$ cat config.mk
export PLATFORM = sky130hd
export DESIGN_NAME = ex_muldiv_unit
export DESIGN_NICKNAME = d
export VERILOG_FILES = /design/src/rtl/ex_muldiv_unit_pkg.sv /design/src/rtl/ex_muldiv_unit_md_iter_step.sv /design/src/rtl/ex_muldiv_unit.sv
export SDC_FILE = /design/constraint.sdc
export NUM_CORES = 1
export LEC_CHECK = 0
export BUFFER_PORTS_ARGS = -buffer_cell sky130_fd_sc_hd__buf_2
export CAP_MARGIN = 20
export CORE_MARGIN = 2
export CORE_UTILIZATION = 35
export DETAILED_ROUTE_END_ITERATION = 8
export GPL_TIMING_DRIVEN = 0
export HOLD_SLACK_MARGIN = 0.05
export RECOVER_POWER = 100
export SYNTH_ARGS = -nofsm -noshare
export SYNTH_HDL_FRONTEND = slang
export SYNTH_SLANG_ARGS = --single-unit
$ cat constraint.sdc
create_clock -name clk -period 5.9 [get_ports clk]
set_input_delay 0.885 -clock clk [delete_from_list [all_inputs] [get_ports clk]]
set_output_delay 0.885 -clock clk [all_outputs]
set_load 0.02 [all_outputs]
$ cat src/rtl/ex_muldiv_unit_pkg.sv
// Shared opcodes, FSM state encoding and opcode decode helpers for the EX-stage mul/div unit.
package ex_muldiv_unit_pkg;

  localparam logic [1:0] MD_OP_MULTU = 2'b00;
  localparam logic [1:0] MD_OP_MULT  = 2'b01;
  localparam logic [1:0] MD_OP_DIVU  = 2'b10;
  localparam logic [1:0] MD_OP_DIV   = 2'b11;

  typedef enum logic [2:0] {
    MD_IDLE  = 3'd0,
    MD_PREP  = 3'd1,
    MD_CALC  = 3'd2,
    MD_FIXUP = 3'd3,
    MD_DONE  = 3'd4
  } md_state_e;

  function automatic logic op_is_div(input logic [1:0] op);
    return op[1];
  endfunction

  function automatic logic op_is_signed(input logic [1:0] op);
    return op[0];
  endfunction

endpackage

$ cat src/rtl/ex_muldiv_unit_md_iter_step.sv
// One combinational iteration: shift-add multiply step or restoring divide step
// on the shared {upper[W:0], lower[W-1:0]} accumulator.
module md_iter_step #(
  parameter int WIDTH = 32
) (
  input  logic               is_div,
  input  logic [2*WIDTH:0]   acc,
  input  logic [WIDTH-1:0]   opnd,
  output logic [2*WIDTH:0]   acc_next
);

  logic [WIDTH:0]   mul_sum;
  logic [2*WIDTH:0] div_shift;
  logic [WIDTH+1:0] div_diff;

  always_comb begin
    mul_sum   = acc[2*WIDTH:WIDTH] + {1'b0, opnd};
    div_shift = {acc[2*WIDTH-1:0], 1'b0};
    div_diff  = {1'b0, div_shift[2*WIDTH:WIDTH]} - {2'b00, opnd};
    acc_next  = {1'b0, acc[2*WIDTH:1]};
    if (is_div) begin
      // Borrow clear means the divisor fits: keep the difference and set the quotient bit.
      if (!div_diff[WIDTH+1])
        acc_next = {div_diff[WIDTH:0], div_shift[WIDTH-1:1], 1'b1};
      else
        acc_next = div_shift;
    end else if (acc[0]) begin
      acc_next = {1'b0, mul_sum, acc[WIDTH-1:1]};
    end
  end

endmodule

$ cat src/rtl/ex_muldiv_unit.sv
// Iterative signed/unsigned multiply/divide for EX; returns {hi,lo} and stalls EX while working.
module ex_muldiv_unit
  import ex_muldiv_unit_pkg::*;
#(
  parameter int WIDTH  = 32,
  parameter int UNROLL = 1
) (
  input  logic             clk,
  input  logic             resetn,
  input  logic             start_i,
  input  logic [1:0]       op_i,
  input  logic [WIDTH-1:0] opdata1_i,
  input  logic [WIDTH-1:0] opdata2_i,
  input  logic             annul_i,
  output logic [WIDTH-1:0] hi_o,
  output logic [WIDTH-1:0] lo_o,
  output logic             ready_o,
  output logic             div_zero_o,
  output logic             busy_o,
  output logic             stallreq_o
);

  localparam int N     = WIDTH / UNROLL;
  localparam int CNT_W = (N > 1) ? $clog2(N) : 1;

  md_state_e          state_reg;
  logic [1:0]         op_reg;
  logic [WIDTH-1:0]   op1_reg, op2_reg, opnd_reg;
  logic [2*WIDTH:0]   acc_reg;
  logic [CNT_W-1:0]   cnt_reg;
  logic               sign_lo_reg, sign_hi_reg;
  logic [WIDTH-1:0]   hi_reg, lo_reg;
  logic               ready_reg, div_zero_reg, busy_reg;

  logic               sign1, sign2;
  logic [WIDTH-1:0]   mag1, mag2;
  logic [2*WIDTH-1:0] prod_fix;
  logic [WIDTH-1:0]   quo_fix, rem_fix;
  logic [2*WIDTH:0]   chain [0:UNROLL];

  assign chain[0] = acc_reg;

  generate
    for (genvar gi = 0; gi < UNROLL; gi++) begin : g_step
      md_iter_step #(.WIDTH(WIDTH)) u_step (
        .is_div   (op_is_div(op_reg)),
        .acc      (chain[gi]),
        .opnd     (opnd_reg),
        .acc_next (chain[gi+1])
      );
    end
  endgenerate

  always_comb begin
    sign1    = op_is_signed(op_reg) & op1_reg[WIDTH-1];
    sign2    = op_is_signed(op_reg) & op2_reg[WIDTH-1];
    mag1     = sign1 ? -op1_reg : op1_reg;
    mag2     = sign2 ? -op2_reg : op2_reg;
    prod_fix = sign_lo_reg ? -acc_reg[2*WIDTH-1:0] : acc_reg[2*WIDTH-1:0];
    quo_fix  = sign_lo_reg ? -acc_reg[WIDTH-1:0] : acc_reg[WIDTH-1:0];
    rem_fix  = sign_hi_reg ? -acc_reg[2*WIDTH-1:WIDTH] : acc_reg[2*WIDTH-1:WIDTH];
  end

  always_ff @(posedge clk or negedge resetn) begin
    if (!resetn) begin
      state_reg    <= MD_IDLE;
      op_reg       <= '0;
      op1_reg      <= '0;
      op2_reg      <= '0;
      opnd_reg     <= '0;
      acc_reg      <= '0;
      cnt_reg      <= '0;
      sign_lo_reg  <= 1'b0;
      sign_hi_reg  <= 1'b0;
      hi_reg       <= '0;
      lo_reg       <= '0;
      ready_reg    <= 1'b0;
      div_zero_reg <= 1'b0;
      busy_reg     <= 1'b0;
    end else begin
      ready_reg    <= 1'b0;
      div_zero_reg <= 1'b0;
      case (state_reg)
        MD_IDLE: begin
          if (start_i) begin
            op_reg    <= op_i;
            op1_reg   <= opdata1_i;
            op2_reg   <= opdata2_i;
            busy_reg  <= 1'b1;
            state_reg <= MD_PREP;
          end
        end
        MD_PREP: begin
          if (annul_i) begin
            busy_reg  <= 1'b0;
            state_reg <= MD_IDLE;
          end else if (op_is_div(op_reg) && op2_reg == '0) begin
            lo_reg       <= '1;
            hi_reg       <= op1_reg;
            ready_reg    <= 1'b1;
            div_zero_reg <= 1'b1;
            state_reg    <= MD_DONE;
          end else begin
            // Divide shifts the dividend out MSB-first; multiply consumes the multiplier LSB-first.
            acc_reg     <= {{(WIDTH+1){1'b0}}, op_is_div(op_reg) ? mag1 : mag2};
            opnd_reg    <= op_is_div(op_reg) ? mag2 : mag1;
            sign_lo_reg <= sign1 ^ sign2;
            sign_hi_reg <= sign1 & op_is_div(op_reg);
            cnt_reg     <= CNT_W'(N - 1);
            state_reg   <= MD_CALC;
          end
        end
        MD_CALC: begin
          if (annul_i) begin
            busy_reg  <= 1'b0;
            state_reg <= MD_IDLE;
          end else begin
            acc_reg <= chain[UNROLL];
            if (cnt_reg == '0) state_reg <= MD_FIXUP;
            else               cnt_reg   <= cnt_reg - CNT_W'(1);
          end
        end
        MD_FIXUP: begin
          if (annul_i) begin
            busy_reg  <= 1'b0;
            state_reg <= MD_IDLE;
          end else begin
            if (op_is_div(op_reg)) begin
              lo_reg <= quo_fix;
              hi_reg <= rem_fix;
            end else begin
              {hi_reg, lo_reg} <= prod_fix;
            end
            ready_reg <= 1'b1;
            state_reg <= MD_DONE;
          end
        end
        MD_DONE: begin
          busy_reg  <= 1'b0;
          state_reg <= MD_IDLE;
        end
        default: begin
          busy_reg  <= 1'b0;
          state_reg <= MD_IDLE;
        end
      endcase
    end
  end

  assign hi_o       = hi_reg;
  assign lo_o       = lo_reg;
  assign ready_o    = ready_reg;
  assign div_zero_o = div_zero_reg;
  assign busy_o     = busy_reg;
  assign stallreq_o = start_i & ~ready_reg;

endmodule

# After elaboration in Yosys (flattened, before gate mapping)
# Index checks and enable logic that the tools add are counted.
# W data, S select, Z words.
[word_totals]
ff_bits = 240
output_inout_bits = 68
word_cells = 100
input_bits = 70
[op_classes]
bitwise = 8
add_sub_neg = 8
n_reduce_logical = 14
n_eq_ne = 12
mux = 44
[ops]
columns = ["operator", "n"]
rows = [
  ["$mux W32", 14],
  ["$mux W65", 5],
  ["$pmux W65 S2", 1],
  ["$mux W64", 2],
  ["$neg A32 Y32", 4],
  ["$pmux W32 S2", 2],
  ["$neg A64 Y64", 1],
  ["$sub A33 B32 Y34", 1],
  ["$add A33 B32 Y33", 1],
  ["$logic_not A32 Y1", 1],
  ["$mux W5", 4],
  ["$mux W3", 6],
  ["$ne A2 B2 Y1 const B", 7],
  ["$pmux W3 S4", 1],
  ["$pmux W5 S2", 1],
  ["$reduce_and A4 Y1", 2],
  ["$eq A3 B2 Y1 const B", 2],
  ["$mux W1", 6],
  ["$reduce_and A2 Y1", 3],
  ["$logic_not A5 Y1", 1],
  ["$reduce_and A5 Y1", 1],
  ["$sub A5 B1 Y5 const B", 1],
  ["$and A1 B1 Y1", 4],
  ["$pmux W1 S2", 2],
  ["10 further kinds", 13],
]

# Depth between registers and ports, before layout
# Gate-level depths: netlist (run 1).
[logic_depth]
depth_word = 6
depth_mapped = 13
mapped_depth_nobuf = 13

# Hierarchy
# From an unflattened synthesis (run 1), not the netlist that was laid out.
[unflattened]
hier_cells = 2168
hier_area_um2 = 18221.2
[modules_own_cells]
columns = ["mod", "seq_area_each_um2", "instances", "area_each_um2", "cells_each"]
rows = [
  ["ex_muldiv_unit", 6005.8, 1, 13391.6, 1482],
  ["md_iter_step", 0.0, 1, 4829.6, 686],
]

# Least setup slack after synthesis (run 1)
# OpenSTA, ideal clock, no wires.
[synth_path]
kind = "register to register"
start = "register acc_reg[31]"
end = "register acc_reg[60]"
setup_slack_ps = 2830
arrival_time_ps = 2960
t_required_ps = 5790
synth_period_minus_slack_ps = 3070
setup_ps = 110
path_buffers = 0
path_stages_with_launch = 14
cell_sequence = "dfrtp_1 > inv_1 > ha_1 > inv_1 > fa_1 > a21o_1 > a221oi_2 > o211ai_1 > and3_1 > or2_1 > a211oi_1 > xnor2_1 > a211oi_1 > o41ai_1"
[synth_via]
elab_chain_cells = 5
[synth_rtl]
columns = ["element", "line_no", "text"]
rows = [
  ["start: declaration", "ex_muldiv_unit.sv:29", "logic [2*WIDTH:0] acc_reg;"],
  ["start signal: assignment", "ex_muldiv_unit.sv:105", "acc_reg <= {{(WIDTH+1){1'b0}}, op_is_div(op_reg) ? mag1 : mag2};"],
  ["start signal: assignment", "ex_muldiv_unit.sv:118", "acc_reg <= chain[UNROLL];"],
  ["$sub A33 B32 Y34", "ex_muldiv_unit_md_iter_step.sv:19", "div_diff = {1'b0, div_shift[2*WIDTH:WIDTH]} - {2'b00, opnd};"],
  ["$mux W65", "ex_muldiv_unit_md_iter_step.sv:23", "if (!div_diff[WIDTH+1])"],
  ["$mux W65", "ex_muldiv_unit_md_iter_step.sv:21", "if (is_div) begin"],
  ["$mux W65", "ex_muldiv_unit.sv:114", "if (annul_i) begin"],
  ["$pmux W65 S2", "ex_muldiv_unit.sv:83", "case (state_reg)"],
]
# Every way passes these cells. The select of a mux whose other input is x is not followed.
# A chain may end at the register's enable or synchronous reset.

# Worst setup path in the final report (run 1)
[layout_path]
start = "register op2_reg[0]"
end = "register opnd_reg[31]"
[layout_via]
elab_chain_cells = 4
word_cells_on_any_way = 7
cone_classes = "add/sub: 1; mux: 2; bitwise: 1; reduce/logical: 3"
[layout_rtl]
columns = ["element", "line_no", "text"]
rows = [
  ["start: declaration", "ex_muldiv_unit.sv:28", "logic [WIDTH-1:0] op1_reg, op2_reg, opnd_reg;"],
  ["start signal: assignment", "ex_muldiv_unit.sv:88", "op2_reg <= opdata2_i;"],
  ["parallel branches: the longest is 4 deep, another holds $neg A32 Y32", "--", ""],
  ["end signal: assignment", "ex_muldiv_unit.sv:106", "opnd_reg <= op_is_div(op_reg) ? mag2 : mag1;"],
  ["end: declaration", "ex_muldiv_unit.sv:28", ""],
]
# Parallel ways; which one is timed is not known.

==> metrics list, run 1 <==
- The run finished with clean final reports.
- For the worst setup path, the data required time is roughly 6.3 ns.
* Final critical path time including I/O delays and setup: 4.87 ns
- Summing the sequential cell areas from Yosys gives around 33% of the chip area.
- The placed instances occupy a cell area of just under 20000 sq um.
* Cells on worst reg2reg path: 12
* Met2 global-route usage: 43.2%
- The net count of the finished layout is 2437.
- Number of buffers created by CTS: 30
- The final layout contains routed wiring with a total length of 75800 um.
* Worst VDD drop: 0.269 mV
* Top delay family on crit path: simple AND/OR/NAND/NOR gates
- Most common cell after layout, fill and taps aside: sky130_fd_sc_hd__nand2_1
- Counting tap cells, the placed design contains a total of 2943 instances.
* Growth of design area from synthesis to finish: 13.9%
* Total internal power: ~6700 uW
* Worst-margin pin slew: 1.03 ns
* Commonest non-fill, non-tap cells in the layout: sky130_fd_sc_hd__nand2_1, sky130_fd_sc_hd__dfrtp_1, sky130_fd_sc_hd__a21oi_1, sky130_fd_sc_hd__clkbuf_1, sky130_fd_sc_hd__nor2_1
- Total track usage: between 20% and 30%
- Worst reg2reg path endpoint: opnd_reg[31]
* Area of the multi-input gates: 11100 sq um
- The worst pin sits at a relative slew slack of 30.9%.
- First DRT Iteration DRCs: 1973
- Fill cells: 5275
- Maximum fanout count along the critical path: 10
- Derived from the worst setup path, the maximum achievable clock frequency is ~210 MHz.
- Largest stage delay on the critical path: between 0.8 and 0.9 ns
* First-pass GRT wire length: between 100000 and 150000 um
- In this run the number of H-tree levels came out at 1.
- Vertical die dimension: ~230 um
- The die covers 53300 sq um.
- The number of antenna violations at the first check in global routing was 3.
* Post-Synthesis Cell Area: 18000 sq um
- In this run, the clock network consumes 13.1% of the power.
* Clock root buffer master: sky130_fd_sc_hd__clkbuf_16
- Portion of the clock cycle consumed by the worst path in the final layout: between 80 and 90%
- Fraction of power consumed by sequential logic: a little under a quarter
- Total of flip-flops plus latches after synthesis: 240
- I/O Buffers: between 100 and 150
* Most Crowded Layer GR: met2
* NetSw: 8050 uW
* Ys flop type: sky130_fd_sc_hd__dfrtp_1
* Leak: 0.00862 uW
* Starting density of the core: 35.2%
* Count of unique library cells instantiated by Yosys: 98
- Skew final: 0.0625 ns
- Once detailed placement completed, the half-perimeter wirelength came to roughly 60000 um.
- The max-slew violation count is 0.
- Global routing used 4.82% of the available met3 tracks.
* Largest register FFs: 65
- For this design, the CTS-stage hold fixing added 0 buffers.
* Setup WS pre-CTS: around 1.6 ns
- Startpoint of the worst register-to-register path: op2_reg[0]
- Met1 track demand over resource in global routing: a little under 40%
* Vias in the first global route: 16800
* Clock-pin slew reported for the worst setup and hold paths after clock tree synthesis: 0.06 ns
* Sequential cell area: roughly 6000 sq um
* Antenna viol nets, final: 0
- Type of destination of the critical path: flop
- The clock net in this run drives a total of 240 sinks.
- Number of optimization iterations in the first detailed-route pass: 5
- The share of synthesized area in the top cell type comes to 33.3%.
- RSZ-0062 raised after global routing: no
- Clock latency of the later-clocked register in the worst-skew pair: 0.63 ns
* Critical Path Slowest Stage Cell: sky130_fd_sc_hd__nor4_1
- For this design the top-level I/O count stands at 138.
* Crit path arrival time: 5.28 ns
* Layout cell share with drive strength beyond 1: between 10% and 20%
- Summing over every cut layer, the via total after detailed routing is 17900.
* Resized cells post-CTS: 0
- Most area-consuming cells after synthesis: sky130_fd_sc_hd__dfrtp_1, sky130_fd_sc_hd__a21oi_1, sky130_fd_sc_hd__nand2_1
- Synthesis handed over a netlist of 2123 instances.
* Count of synthesis-stage warnings from yosys: 0
* Power density normalized to cell area: 722 nW/um^2
* Core area: 51100 sq um
- Cells along the critical path: inv_1 -> ha_1 -> nor4b_1 -> nand3_2 -> nor4_1 -> and4bb_1 -> or4_1 -> buf_12 -> inv_12 -> nand2_1 -> clkbuf_1 -> a21oi_1
- Sw Ratio: 54.4%
- Excluding fillers, the count of instances in the completed layout stands at ~3000.
- Via density per instance: 5.98
* Worst reg-to-reg setup slack: 1.03 ns
* Category of the worst setup path launch point: flop
* Number of buffers on the longest clock path: 3
* Number of failing setup endpoints in the final timing report: 0
- When the netlist entered floorplanning its net count stood at 2265.
- Post-layout worst setup margin: 1.03 ns
- Post-synth EDFFs: 0
- Post-route design area: 20500 sq um
- Type of the worst setup path: reg2reg
- Each instance of the synthesized netlist takes up on average 8.48 sq um.
- The number of setup buffers added after CTS is 0.
- # Max-Cap Violations: 0
- Async set-or-reset flop fraction in the synthesized netlist: 100%
- The synthesized design spends more area on one cell type than any other, namely sky130_fd_sc_hd__dfrtp_1.
- Weighted congestion at the end of routability-driven global placement: 1.02
- The die is 231 um wide.
- Entering global routing, the biggest net connects 87 pins.
- DRC violation count after routing: 0
- After detailed routing, the average wire length per cell comes to between 20 and 30 um.
- Site row count: 83
- The min-delay analysis places its worst path in the category in2async.
- Worst path bufs/invs: 4
- Combinational cells account for 63.2% of the total power.
- Final hold analysis gives a worst-case slack of approximately 0.22 ns.
* Final Hold Viols: 0
* Overflow after GRT: 0
* CTS tree: built
[worst register-to-register path, cell delays in order, from the launching register on]
cell and delay [ns]:
sky130_fd_sc_hd__dfrtp_1 0.44, sky130_fd_sc_hd__inv_1 0.21, sky130_fd_sc_hd__ha_1 0.26, sky130_fd_sc_hd__nor4b_1 0.56, sky130_fd_sc_hd__nand3_2 0.23, sky130_fd_sc_hd__nor4_1 0.88, sky130_fd_sc_hd__and4bb_1 0.56, sky130_fd_sc_hd__or4_1 0.23
sky130_fd_sc_hd__buf_12 0.15, sky130_fd_sc_hd__inv_12 0.06, sky130_fd_sc_hd__nand2_1 0.36, sky130_fd_sc_hd__clkbuf_1 0.47, sky130_fd_sc_hd__a21oi_1 0.24
[stage by stage]
| stage | TNS, ns | power (uW) | util [%] |
|---|---|---|---|
| global placement | -125.13 | 12600 | 38.3 |
| floorplan | 0 | 9340 | - |
| global route | 0 | 15600 | 40.1 |
| finish | 0 | 14800 | 40.1 |
| detailed placement | 0 | 12700 | 38.4 |
| CTS | 0 | 14600 | 40.4 |
[cells by family (layout without fill, tap and decap cells)]
family | Yosys count | after routing | share of synthesized area (%)
buffers and inverters | 207 | 401 | 5.02
muxes | 128 | 128 | 7.73
adders and majority gates | 72 | 72 | 5.09
AOI/OAI and AO/OA | 664 | 664 | 23.4
DFF | 240 | 240 | 33.3
other | 0 | 1 | 0
and+or+nand+nor | 643 | 643 | 17.1
xor gates and xnor gates | 169 | 169 | 8.22
[cell usage after synthesis (10+ instances only)]
master / number
sky130_fd_sc_hd__nand2b_1: 10
sky130_fd_sc_hd__xnor2_1: 87
sky130_fd_sc_hd__nor2_1: 174
sky130_fd_sc_hd__a22oi_1: 18
sky130_fd_sc_hd__o211ai_1: 15
sky130_fd_sc_hd__a211oi_1: 18
sky130_fd_sc_hd__nor3_1: 46
sky130_fd_sc_hd__and3_1: 11
sky130_fd_sc_hd__buf_2: 25
sky130_fd_sc_hd__a21o_1: 30
sky130_fd_sc_hd__o221ai_1: 32
sky130_fd_sc_hd__o21ai_1: 59
sky130_fd_sc_hd__o41ai_1: 13
sky130_fd_sc_hd__a21oi_1: 186
sky130_fd_sc_hd__and2_1: 13
sky130_fd_sc_hd__nand4_1: 10
sky130_fd_sc_hd__nor4_1: 15
sky130_fd_sc_hd__mux2i_1: 60
sky130_fd_sc_hd__nor2b_1: 14
sky130_fd_sc_hd__clkbuf_1: 94
sky130_fd_sc_hd__xor2_1: 82
sky130_fd_sc_hd__a31oi_1: 38
sky130_fd_sc_hd__inv_1: 60
sky130_fd_sc_hd__dfrtp_1: 240
sky130_fd_sc_hd__o21ai_0: 127
sky130_fd_sc_hd__nand2_1: 241
sky130_fd_sc_hd__buf_1: 10
sky130_fd_sc_hd__o21a_1: 13
sky130_fd_sc_hd__or4_1: 11
sky130_fd_sc_hd__or3_1: 22
sky130_fd_sc_hd__o22ai_1: 14
sky130_fd_sc_hd__mux2_2: 64
sky130_fd_sc_hd__a22o_1: 10
sky130_fd_sc_hd__ha_1: 70
sky130_fd_sc_hd__o31ai_1: 23
sky130_fd_sc_hd__nand3_1: 23
[final cells by class]
class / instances / share of cell area (%)
Multi-Input combinational cell: 1676 / 53.9
Sequential cell: 240 / 29.3
Tap cell: 680 / 4.15
Clock buffer: 40 / 4.09
Timing Repair Buffer: 140 / 3.29
Buffer: 142 / 3.06
Inverter: 65 / 1.25
Clock inverter: 14 / 0.921
Antenna cell: 1 / 0.0122
[worst max path at each step]
stage | start | endpoint | slack (ns) | cells after the start
3_3_place_gp | resetn | op2_reg[7] | -0.55 | 1
6_report | op2_reg[0] | opnd_reg[31] | 1.03 | 12
5_1_grt | op2_reg[0] | opnd_reg[31] | 0.89 | 12
3_5_place_dp | acc_reg[0] | hi_o[14] | 1.65 | 13
2_1_floorplan | acc_reg[31] | acc_reg[60] | 2.83 | 13
4_1_cts | acc_reg[0] | hi_o[14] | 1.66 | 13
[per-layer routing]
layer  share of wire, %  vias to the layer above
li1                   -                     8060
met1                 44                     8828
met2                 44                      858
met3                8.7                      164
met4                3.6                        4
met5              0.042                        -
[power by group through the flow]
| stage | logic (uW) | registers, uW | clock network [uW] |
|---|---|---|---|
| floorplan | 6100 | 3240 | 0 |
| global placement | 9140 | 3450 | 0 |
| detailed placement | 9190 | 3470 | 0 |
| CTS | 9240 | 3450 | 1960 |
| global route | 10000 | 3550 | 2030 |
| finish | 9360 | 3500 | 1940 |
No activity file was read; power rests on OpenSTA's default activity.
==> run 2, diff against run 1 <==
--- a/config.mk
+++ b/config.mk
@@ -5,6 +5,7 @@
 export SDC_FILE = /design/constraint.sdc
 export NUM_CORES = 1
 export LEC_CHECK = 0
+export ABC_AREA = 1
 export BUFFER_PORTS_ARGS = -buffer_cell sky130_fd_sc_hd__buf_2
 export CAP_MARGIN = 20
 export CORE_MARGIN = 2
==> constraint.sdc (replaced) <==
create_clock -name clk -period 4.5 [get_ports clk]
set_input_delay 0.675 -clock clk [delete_from_list [all_inputs] [get_ports clk]]
set_output_delay 0.675 -clock clk [all_outputs]
set_load 0.02 [all_outputs]
==> metrics list, run 2 <==
- Worst VDD drop: 0.423 mV (+57%)
* Clock root buffer master: sky130_fd_sc_hd__clkbuf_16
* Clock-pin slew reported for the worst setup and hold paths after clock tree synthesis: 0.07 ns (about the same)
* Power share of the combinational group: 67.4% (+4.2 points)
- The power density over cell area was 909 nW/um^2 (+26%).
- Total track usage: 31.6% (+3.9 points)
- In this run the critical register-to-register path is captured at hi_o[6].
* Type of the worst setup path: reg2reg
* Layout Nets: 3808 (+56%)
- Async set-or-reset flop fraction in the synthesized netlist: 100% (unchanged)
* DRC violation count after routing: 0 (unchanged)
* Final Hold Viols: 0 (unchanged)
* Worst Setup SP: acc_reg[0]
- The internal power summed over all cells came to 8550 uW (+27%).
- The number of unique standard cell types used by synthesis is 52 (-47%).
- Setup WS pre-CTS: 0.749 ns (-0.901 ns)
- The power share of the sequential group came to 20.9% (-2.7 points).
- The largest net degree at the start of global routing is 103 (+18%).
* First DRT Iteration DRCs: 2967 (+50%)
* Worst Hold Margin: 0.291 ns (+0.0665 ns)
- Layout cell share with drive strength beyond 1: 4.85% (-6.1 points)
- Total Die Area: 62200 sq um (+17%)
* Number of placed instances with taps included: 4407 (+50%)
* Maximum fanout count along the critical path: 10 (unchanged)
- The number of antenna repair diodes was 0 (-1).
- Site row count: 89 (+7.2%)
* Cells along the critical path: buf_2 -> clkinvlp_2 -> clkbuf_1 -> ha_1 -> nand2_1 -> nor2_1 -> nand2_1 -> nor2_1 -> nand3_1 -> nand2_1 -> nand2_1 -> o21ai_0 -> inv_1 -> nand2_1 -> nand3_1 -> nand2_1 -> nand2_1
- Via density per instance: 5.49 (-8.2%)
- CTS tree: built
- Violations in the final reports: max-capacitance violations, max-slew violations
- The share of the clock period used by the worst path was 92.5% (+10 points).
- Largest stage delay on the critical path: 0.77 ns (-0.11 ns)
- The sequential area share after synthesis is 28.5% (-4.9 points).
- Top-level I/O count: 138 (unchanged)
- The number of iterations in the first detailed-routing pass is 8 (+3).
- The number of sinks handled by clock tree synthesis is 240 (unchanged).
* Startpoint of the worst register-to-register path: acc_reg[0]
* Type of the worst min-delay path: in2reg
- The setup-violating endpoint count in the final report was 0 (unchanged).
* Ys flop type: sky130_fd_sc_hd__dfrtp_1
* Weighted congestion at the end of routability-driven global placement: 1.05 (+3.3%)
* Final wirelength: 101000 um (+33%)
- The area of the mapped netlist was 21100 sq um (+17%).
- Most area-consuming cells after synthesis: sky130_fd_sc_hd__dfrtp_1, sky130_fd_sc_hd__nand2_1, sky130_fd_sc_hd__nand3_1
* Post-synth EDFFs: 0 (unchanged)
* Hold depth: 2
- Worst path bufs/invs: 4 (unchanged)
- The synthesized area per cell is 6.03 sq um (-29%).
- The max-slew violation count is 56 (+56).
* Vias in the first global route: 22600 (+35%)
- The chip height came to 249 um (+8.0%).
* Cell repeated most along the worst path: sky130_fd_sc_hd__nand2_1
* Synth area leader: sky130_fd_sc_hd__dfrtp_1
* Clk network pwr share: 11.8% (-1.3 points)
* Type of destination of the critical path: flop
- I/O Buffers: 137 (unchanged)
- Clock latency of the later-clocked register in the worst-skew pair: 0.61 ns (-0.02 ns)
- Fill cells: 6793 (+29%)
- sky130_fd_sc_hd__nand2_1 is the most common cell in the netlist.
- Top delay family on crit path: buffers and inverters
* Skew final: 0.0189 ns (-0.0436 ns)
- Leak: 0.0121 uW (+40%)
- Setup repair after global routing left no endpoint under its margin.
- Number of H-tree levels: 1 (unchanged)
- The flow ran to the end, but the final reports show violations.
* Worst reg-to-reg setup slack: 0.34 ns (-0.70 ns)
- Leading cell types by count after synthesis: sky130_fd_sc_hd__nand2_1, sky130_fd_sc_hd__inv_1, sky130_fd_sc_hd__nor2_1
* Total of flip-flops plus latches after synthesis: 240 (unchanged)
- STA classifies the critical path startpoint as a flop.
* Post-route insts no fill: 4462 (+49%)
- Core area: 59200 sq um (+16%)
- Initial antenna violation count: 4 (+1)
* Number of buffers created by CTS: 29 (-3.3%)
- Hold Path End: op2_reg[17]
- Most common cell after layout, fill and taps aside: sky130_fd_sc_hd__nand2_1
- Sw Ratio: 60.2% (+5.8 points)
- Fraction of synthesized cell area taken by the top area cell type: 28.5% (-4.9 points)
- Number of vias after detailed routing: 24500 (+37%)
* # Max-Cap Violations: 1 (+1)
* Antenna viol nets, final: 0 (unchanged)
- Growth of design area from synthesis to finish: 12.1%
- The power spent charging and discharging nets was 12900 uW (+61%).
* Starting density of the core: 35.6% (+0.33 points)
- Number of buffers on the longest clock path: 3 (unchanged)
- Overflow after GRT: 0 (unchanged)
- The net count after synthesis came to 3637 (+61%).
* Largest register FFs: 65 (unchanged)
* Start point of the worst hold path: opdata2_i[17]
* Cells after synthesis: 3495 (+65%)
* Critical Path Slowest Stage Cell: sky130_fd_sc_hd__clkbuf_1
- The required time reported for the critical path endpoint was 4.99 ns (-1.32 ns).
- The minimum clock period after layout came to 4.16 ns (-0.703 ns).
* First-pass GRT wire length: 147000 um (+33%)
- The maximum clock rate came to 240 MHz (+17%).
- Average wire per cell in the routed design: 22.6 um (-11%)
* Post-layout worst setup margin: 0.336 ns (-0.697 ns)
- Post-detailed-placement half-perimeter wirelength: 82500 um (+38%)
* Worst-margin pin slew: 3.29 ns (+2.26 ns)
* Commonest non-fill, non-tap cells in the layout: sky130_fd_sc_hd__nand2_1, sky130_fd_sc_hd__inv_1, sky130_fd_sc_hd__nor2_1, sky130_fd_sc_hd__nand3_1, sky130_fd_sc_hd__dfrtp_1
* Aggregate negative setup slack: 0 ns (unchanged)
* Count of synthesis-stage warnings from yosys: 0 (unchanged)
- Tightest slew margin relative to the limit: -119% (-150 points)
- Post-route total power: 21500 uW (+45%)
* Cells on worst reg2reg path: 17 (+5)
* Crit path arrival time: 4.65 ns (-0.63 ns)
- The die width is 249 um (+8.0%).
## run 2: changes by cell type in the layout (fill, tap and decap cells not counted), moves of 30 or more
cell,previous run,this run
sky130_fd_sc_hd__nand4_1,10,44
sky130_fd_sc_hd__a21o_1,30,0
sky130_fd_sc_hd__a31oi_1,38,7
sky130_fd_sc_hd__inv_1,61,451
sky130_fd_sc_hd__mux2_2,64,7
sky130_fd_sc_hd__mux2i_1,60,0
sky130_fd_sc_hd__nand2_1,242,1140
sky130_fd_sc_hd__a21oi_1,186,239
sky130_fd_sc_hd__nand3_1,23,343
sky130_fd_sc_hd__o221ai_1,32,1
sky130_fd_sc_hd__nor2_1,174,389
sky130_fd_sc_hd__xnor2_1,87,10
## run 2: cell type report
cell class / instances / area [sq um] / share of cell area [%]
Timing Repair Buffer: 140 / 664 / 2.81
Clock buffer: 40 / 867 / 3.67
Sequential cell: 240 / 6010 / 25.4
Tap cell: 773 / 967 / 4.09
Clock inverter: 14 / 150 / 0.635
Buffer: 122 / 490 / 2.08
Multi-Input combinational cell: 2671 / 12700 / 54.0
Inverter: 462 / 1740 / 7.34
## run 2: timing repair
action | in CTS | in global routing
endpoints found under the hold margin | 55 | 0
hold buffers | 1 | 0
setup buffers | 0 | 0
resized for setup | 0 | 0
## run 2: worst max path at each step
| stage | endpoint | cells after the start |
|---|---|---|
| 3_3_place_gp | acc_reg[53] | 1 |
| 5_1_grt | hi_o[20] | 15 |
| 2_1_floorplan | hi_o[6] | 17 |
| 4_1_cts | hi_o[6] | 17 |
| 3_5_place_dp | hi_o[6] | 17 |
| 6_report | hi_o[6] | 17 |
## run 2: stage by stage
stage / area (sq um) / utilization [%]
floorplan: 21100 / -
global placement: 22700 / 38.4
detailed placement: 22800 / 38.5
CTS: 23800 / 40.2
global route: 23600 / 39.9
finish: 23600 / 39.9
## run 2: worst reg2reg max path, delay by kind of cell (launching register included)
| kind | cells | cell delay [ns] |
|---|---|---|
| compound gates | 1 | 0.44 |
| fa+ha+maj | 1 | 0.34 |
| buf+inv | 4 | 1.47 |
| flops | 1 | 0.35 |
| simple gates | 11 | 1.45 |
## run 2: metal layers
| layer | global-route usage (%) | routed length [um] | vias to the layer above | share of wire (%) |
|---|---|---|---|---|
| met1 | 43.1 | 42400 | 11400 | 42 |
| met2 | 48.2 | 43000 | 1263 | 43 |
| met3 | 6.47 | 10200 | 259 | 10 |
| met5 | 0 | 13 | - | 0.013 |
| met4 | 14.1 | 5330 | 2 | 5.3 |
| li1 | - | - | 11500 | - |
## run 2: logic make-up after synthesis
family                   Yosys count  synth area share [%]
AO/OA/AOI/OAI                    519                  13.4
XOR/XNOR                          69                  2.87
adder cells (fa/ha/maj)           72                  4.35
buffers and inverters            584                  10.8
flip-flops                       240                  28.5
multiplexers                       7                 0.374
AND/OR/NAND/NOR                 2004                  39.7
## run 2: power by group through the flow
stage	combinational [uW]	clock (uW)	sequential (uW)
2_1_floorplan	8950	0	4190
3_3_place_gp	14100	0	4430
3_5_place_dp	14100	0	4420
4_1_cts	14200	2530	4400
5_1_grt	15700	2610	4540
6_report	14500	2530	4480
